==> src/rtl/byte_frame_assembler_if.sv <==
// rtl/byte_frame_assembler_if.sv - byte strobe, payload read and frame hand-off signals
//
// master: upstream byte source / frame consumer (drives trigger_in, data_in, rd_addr, pkt_ack)
// slave : byte_frame_assembler (drives rd_data, pkt_ready, pkt_len, pkt_err, drop_cnt)
interface byte_frame_assembler_if #(
    parameter int MAX_LEN = 16
) ();
    localparam int AW = $clog2(MAX_LEN);

    logic          trigger_in;
    logic [7:0]    data_in;
    logic [AW-1:0] rd_addr;
    logic [7:0]    rd_data;
    logic          pkt_ack;
    logic          pkt_ready;
    logic [AW:0]   pkt_len;
    logic          pkt_err;
    logic [7:0]    drop_cnt;

    modport master (
        output trigger_in, data_in, rd_addr, pkt_ack,
        input  rd_data, pkt_ready, pkt_len, pkt_err, drop_cnt
    );

    modport slave (
        input  trigger_in, data_in, rd_addr, pkt_ack,
        output rd_data, pkt_ready, pkt_len, pkt_err, drop_cnt
    );
endinterface

==> src/rtl/byte_frame_assembler.sv <==
// rtl/byte_frame_assembler.sv - assembles SYNC/LEN/payload/CHK byte frames into a readable buffer
//
// Ports:
//   clk, rst_n      : single rising-edge clock, asynchronous active-low reset
//   bus.trigger_in  : one-cycle strobe qualifying bus.data_in
//   bus.data_in     : incoming byte
//   bus.rd_addr     : payload read index, bus.rd_data returns buffer[rd_addr] one cycle later
//   bus.pkt_ready   : a checked frame is held; bus.pkt_len is its payload length
//   bus.pkt_ack     : consumer releases the held frame
//   bus.pkt_err     : one-cycle pulse on bad length or bad checksum
//   bus.drop_cnt    : bytes discarded while holding, saturating at 8'hFF
module byte_frame_assembler #(
    parameter int MAX_LEN = 16
) (
    input  logic                  clk,
    input  logic                  rst_n,
    byte_frame_assembler_if.slave bus
);
    localparam int AW = $clog2(MAX_LEN);
    localparam int LW = AW + 1;
    localparam logic [7:0] SYNC_BYTE = 8'hAA;
    localparam logic [8:0] MAX_LEN9  = 9'(MAX_LEN);

    typedef enum logic [2:0] {
        IDLE,
        GET_LEN,
        GET_PAY,
        GET_CHK,
        HOLD
    } state_t;

    state_t        state_q, state_d;
    logic [LW-1:0] len_q, len_d;
    logic [LW-1:0] idx_q, idx_d;
    logic [7:0]    chk_q, chk_d;
    logic          pkt_err_q, pkt_err_d;
    logic [7:0]    drop_cnt_q, drop_cnt_d;
    logic [7:0]    rd_data_q;

    logic [7:0]    buf_mem [MAX_LEN];
    logic          wr_en;
    logic [AW-1:0] wr_addr;
    logic [LW-1:0] idx_inc;
    logic          len_bad;

    assign idx_inc = idx_q + LW'(1);
    // LEN is compared on 9 bits so that MAX_LEN=256 never wraps.
    assign len_bad = (bus.data_in == 8'h00) || ({1'b0, bus.data_in} > MAX_LEN9);
    assign wr_addr = idx_q[AW-1:0];

    always_comb begin
        state_d    = state_q;
        len_d      = len_q;
        idx_d      = idx_q;
        chk_d      = chk_q;
        pkt_err_d  = 1'b0;
        drop_cnt_d = drop_cnt_q;
        wr_en      = 1'b0;

        unique case (state_q)
            IDLE: begin
                if (bus.trigger_in && bus.data_in == SYNC_BYTE) begin
                    state_d = GET_LEN;
                end
            end
            GET_LEN: begin
                if (bus.trigger_in) begin
                    if (len_bad) begin
                        pkt_err_d = 1'b1;
                        state_d   = IDLE;
                    end else begin
                        len_d   = LW'({1'b0, bus.data_in});
                        chk_d   = bus.data_in;
                        idx_d   = '0;
                        state_d = GET_PAY;
                    end
                end
            end
            GET_PAY: begin
                if (bus.trigger_in) begin
                    wr_en = 1'b1;
                    chk_d = chk_q ^ bus.data_in;
                    idx_d = idx_inc;
                    if (idx_inc == len_q) begin
                        state_d = GET_CHK;
                    end
                end
            end
            GET_CHK: begin
                if (bus.trigger_in) begin
                    if (bus.data_in == chk_q) begin
                        state_d = HOLD;
                    end else begin
                        pkt_err_d = 1'b1;
                        state_d   = IDLE;
                    end
                end
            end
            HOLD: begin
                // A strobe arriving with pkt_ack is still a dropped byte.
                if (bus.trigger_in && drop_cnt_q != 8'hFF) begin
                    drop_cnt_d = drop_cnt_q + 8'd1;
                end
                if (bus.pkt_ack) begin
                    state_d = IDLE;
                end
            end
            default: state_d = IDLE;
        endcase
    end

    always_ff @(posedge clk or negedge rst_n) begin
        if (!rst_n) begin
            state_q    <= IDLE;
            len_q      <= '0;
            idx_q      <= '0;
            chk_q      <= 8'h00;
            pkt_err_q  <= 1'b0;
            drop_cnt_q <= 8'h00;
            rd_data_q  <= 8'h00;
        end else begin
            state_q    <= state_d;
            len_q      <= len_d;
            idx_q      <= idx_d;
            chk_q      <= chk_d;
            pkt_err_q  <= pkt_err_d;
            drop_cnt_q <= drop_cnt_d;
            rd_data_q  <= buf_mem[bus.rd_addr];
        end
    end

    // Payload storage is deliberately not reset; only GET_PAY writes it.
    always_ff @(posedge clk) begin
        if (wr_en) begin
            buf_mem[wr_addr] <= bus.data_in;
        end
    end

    assign bus.rd_data   = rd_data_q;
    assign bus.pkt_ready = (state_q == HOLD);
    assign bus.pkt_len   = len_q;
    assign bus.pkt_err   = pkt_err_q;
    assign bus.drop_cnt  = drop_cnt_q;
endmodule

==> src/flat_wrapper.sv <==
// flat-port wrapper written by rule: the top's interface ports become plain ports
module byte_frame_assembler_flat 
#(
    parameter int MAX_LEN = 16
)
  (clk, rst_n, bus_trigger_in, bus_data_in, bus_rd_addr, bus_pkt_ack, bus_rd_data, bus_pkt_ready, bus_pkt_len, bus_pkt_err, bus_drop_cnt);
  byte_frame_assembler_if #(.MAX_LEN(MAX_LEN)) bus_i ();
  input  logic clk;
  input  logic rst_n;
  input wire logic [$bits(bus_i.trigger_in)-1:0] bus_trigger_in;
  input wire logic [$bits(bus_i.data_in)-1:0] bus_data_in;
  input wire logic [$bits(bus_i.rd_addr)-1:0] bus_rd_addr;
  input wire logic [$bits(bus_i.pkt_ack)-1:0] bus_pkt_ack;
  output wire logic [$bits(bus_i.rd_data)-1:0] bus_rd_data;
  output wire logic [$bits(bus_i.pkt_ready)-1:0] bus_pkt_ready;
  output wire logic [$bits(bus_i.pkt_len)-1:0] bus_pkt_len;
  output wire logic [$bits(bus_i.pkt_err)-1:0] bus_pkt_err;
  output wire logic [$bits(bus_i.drop_cnt)-1:0] bus_drop_cnt;
  assign bus_i.trigger_in = bus_trigger_in;
  assign bus_i.data_in = bus_data_in;
  assign bus_i.rd_addr = bus_rd_addr;
  assign bus_i.pkt_ack = bus_pkt_ack;
  assign bus_rd_data = bus_i.rd_data;
  assign bus_pkt_ready = bus_i.pkt_ready;
  assign bus_pkt_len = bus_i.pkt_len;
  assign bus_pkt_err = bus_i.pkt_err;
  assign bus_drop_cnt = bus_i.drop_cnt;
  byte_frame_assembler #(.MAX_LEN(MAX_LEN)) u_core (.clk(clk), .rst_n(rst_n), .bus(bus_i));
endmodule
==> config.mk <==
export PLATFORM = sky130hd
export DESIGN_NAME = byte_frame_assembler_flat
export DESIGN_NICKNAME = d
export VERILOG_FILES = /design/src/rtl/byte_frame_assembler_if.sv /design/src/rtl/byte_frame_assembler.sv /design/src/flat_wrapper.sv
export SDC_FILE = /design/constraint.sdc
export NUM_CORES = 1
export LEC_CHECK = 0
export ABC_AREA = 1
export BUFFER_PORTS_ARGS = -buffer_cell sky130_fd_sc_hd__buf_2
export CAP_MARGIN = 10
export CORE_MARGIN = 2
export CORE_UTILIZATION = 65
export CTS_CLUSTER_SIZE = 30
export DETAILED_ROUTE_END_ITERATION = 8
export GPL_TIMING_DRIVEN = 0
export PLACE_DENSITY = 0.87
export SYNTH_ARGS = -nofsm -noshare
export SYNTH_HDL_FRONTEND = slang
export SYNTH_SLANG_ARGS = --single-unit
==> constraint.sdc <==
create_clock -name clk -period 4.6 [get_ports clk]
set_input_delay 0.23 -clock clk [delete_from_list [all_inputs] [get_ports clk]]
set_output_delay 0.23 -clock clk [all_outputs]
set_load 0.02 [all_outputs]
==> metrics.yaml <==
logic_synthesis:
  synthFlopType: "edfxtp_1"
  async_flop_share: 0.229
  seq_area_frac_synth: 0.678
  synth_cell_type_count: 36
  synth_top_cell_area_share: 0.544
  netlist_top_cells_area: "edfxtp_1 54%, dfrtp_1 13%, o21ai_0 5.6%"
  yosysTopAreaCell: "edfxtp_1"
  syn_area_um2: 7070
  syn_nets: 632
  synth_enable_flop_cells: 128
  synthCells: 611
  syn_area_per_cell_um2: 11.6
  synth_seq_cells: 166
  yosysWarnings: 0
route:
  ant_nets: 0
  wl_per_cell_um: 20.6
  wl_um: 17000
  met1_length_um: 6400
  dr_total_vias: 5154
  drc_errors: 0
  first_iter_violations: 838
  drtPass1Iterations: 6
  post_drt_via_cell_ratio: 6.25
  routed-wl-met3_um: 1450
  wl_met2_um: 8500
  top_layer: "met4"
global_route:
  grt_pass1_wl_um: 26500
  grt_pass1_vias: 5082
  gr-total-overflow: 0
  grt_max_degree: 39
  antenna_found_initial: 0
  grt_usage: 0.313
clock_network:
  post_cts_resize_count: 0
  cts_buffer_depth: 2
  h-tree-depth: 4
  clk_latency_ps: 540
  cts_tree: "yes"
  cts-buffers-inserted: 17
  clkSinkCount: 166
  clock-root-buffer: "clkbuf_8"
  clk_pin_slew_ps: 60
  cts_setup_buffers: 0
setup_path:
  r2r-start: "u_core.state_q[0]"
  worstPathRequired_ps: 4840
  max_stage_delay_ps: 550
  crit_type: "flip-flop to flip-flop"
  worstRegToRegCells: 6
  r2r_slack_ps: 2200
  crit_fanout: 7
  cp_data_arrival_time_ps: 2630
  end_kind: "flip-flop"
  start_kind: "flip-flop"
  startpoint: "u_core.state_q[0]"
  path_cells: "nor2_1 > nand2_2 > nor2_2 > inv_1 > nor3_1 > buf_2"
  slowest_stage: "nor3_1"
  timing.rr.end: "u_core.buf_mem[7][2]"
pwr:
  power.share.switching: 0.298
  p_switching_mw: 1.18
  clkPwrFrac: 0.337
  comb_power_share: 0.195
  p_seq_frac: 0.468
  vdd.ir_drop.worst_uv: 366
  internal-power_mw: 2.78
  power_density_nw_per_um2: 493
  leakagePower_nw: 3.04
sta:
  fmax_mhz: 417
  whs_ps: 108
  slew_viol_final: 0
  skew_ps: 7.26
  setup_ws_ps: 2200
  hold_viol: 0
  setup_violations: 0
  final.period_utilization: 0.521
  tns_ps: 0
  fin_crit_ps: 2400
  rsz0062_at_grt: "no"
  max-slew-margin-rel: 0.365
  tightestPinTransition_ps: 949
floorplan:
  dieArea_um2: 11700
  die_w_um: 108
  rows: 38
  coreArea_um2: 10700
  die-height_um: 108
  io_pins: 39
  start_util: 0.658
placement:
  dp_cells: 788
  port_buffers: 36
  preCtsSetupSlack_ps: 2070
  place_hpwl_um: 11000
  place.gp.congestion: 0.862
layout:
  fin_cells: 824
  drive_above_1_share: 0.154
  area_delta_synth_final_pct: 13.4
  n_antenna_cell: 0
  final_util: 0.746
  fin_nets: 692
min_path:
  hold_path_depth: 4
  hold_class: "primary input to flip-flop"
  holdCritStartpoint: "bus_rd_addr[2]"
  worstHoldEndpoint: "u_core.bus.rd_data[7]"
status:
  status: "completed"
job:
  drv_cap: 0
-- cell usage in the layout, fill, tap and decap left out, types with 2 or more instances in the layout --
cell           count
o211ai_1           5
clkinv_2           2
nand4_1            9
o21ai_2            9
clkinv_1           4
a21oi_1            2
xor2_1             8
clkinv_4           3
dfrtp_1           38
buf_6              3
nand2_1           85
dlygate4sd3_1      2
bufinv_16          2
o221ai_1          27
o21ai_0           79
clkbuf_16         16
clkinvlp_4         2
inv_1             31
xnor2_1            5
o22ai_1            5
ha_1               5
clkbuf_1          13
inv_2              2
nand2_2            3
nor4_1             2
o21ai_1            3
nand3_1           30
edfxtp_1         128
buf_2             50
nor2_1            91
or2_2              2
nor3_1             4
-- flip-flops by register name, summed over array words and instances, names as in the netlist --
register and flops:
u_core.idx_q 5, u_core.bus.drop_cnt 8, u_core.state_q 3, u_core.buf_mem 128
u_core.bus.rd_data 8, u_core.bus.pkt_len 5, u_core.bus.pkt_err 1, u_core.chk_q 8
-- how the worst max path moves through the flow --
stage / end / slack, ps / cells past startpoint
2_1_floorplan: u_core.buf_mem[11][0] / 2620 / 5
3_3_place_gp: u_core.buf_mem[7][6] / 1900 / 5
3_5_place_dp: u_core.buf_mem[3][0] / 2070 / 5
4_1_cts: u_core.buf_mem[3][0] / 2040 / 5
5_1_grt: u_core.buf_mem[7][2] / 2130 / 6
6_report: u_core.buf_mem[7][2] / 2200 / 6
-- kinds of logic (layout without fill, tap and decap cells) --
kind of cell               Yosys count  in the layout  share of synthesized area
and+or+nand+nor                    234            234                      0.143
muxes                                1              1                    0.00142
xor gates and xnor gates            13             13                     0.0161
adders and majority gates            5              5                    0.00885
buffers and inverters               62            135                     0.0388
DFF                                166            166                      0.678
AOI/OAI and AO/OA                  130            130                      0.114
-- timing repair --
item	4_1_cts	5_1_grt
hold buffers	2	0
endpoints found under the setup margin	0	0
endpoints found under the hold margin	39	0
-- area by class of cell --
type,count,area [um^2]
Sequential cell,166,4790
Fill cell,688,2730
Multi-Input combinational cell,383,2000
Clock buffer,18,418
Timing Repair Buffer,41,218
Tap cell,140,175
Buffer,28,144
Clock inverter,14,135
Inverter,34,130
-- power by group through the flow --
stage | Sequential [mW] | Clock, mW | Combinational, mW
after floorplan | 1.90 | 0 | 0.504
after global placement | 1.87 | 0 | 0.720
after detailed placement | 1.88 | 0 | 0.756
after CTS | 1.85 | 1.33 | 0.764
after global routing | 1.86 | 1.40 | 0.856
final | 1.85 | 1.33 | 0.771
-- metal layers --
layer,track usage,vias to the layer above
li1,-,2305
met1,0.398,2452
met4,0.136,0
met5,0,-
met3,0.0729,61
met2,0.520,336
-- cells in the mapped netlist (3+ instances only) --
master and count:
dfrtp_1 38, edfxtp_1 128, nand3_1 30, xor2_1 8
o221ai_1 27, xnor2_1 5, nor2_1 91, o211ai_1 5
nand2_1 85, clkbuf_1 12, buf_2 12, nand4_1 9
nor3_1 4, o21ai_2 9, inv_1 31, buf_6 3
o21ai_1 3, nand2_2 3, ha_1 5, o21ai_0 79
o22ai_1 5
-- worst max-delay path: cells and delay by family, from the launching register on --
| family | cells | cell delay [ps] |
|---|---|---|
| simple gates | 4 | 1120 |
| flops | 1 | 460 |
| buf+inv | 2 | 510 |
-- per-stage QoR --
step           cell area [um^2]  total power, mW
5_1_grt                    8020             4.12
4_1_cts                    8000             3.94
3_5_place_dp               7430             2.63
2_1_floorplan              7070             2.41
3_3_place_gp               7430             2.59
6_report                   8020             3.96
Note: power is estimated with default switching activity, not from simulation.
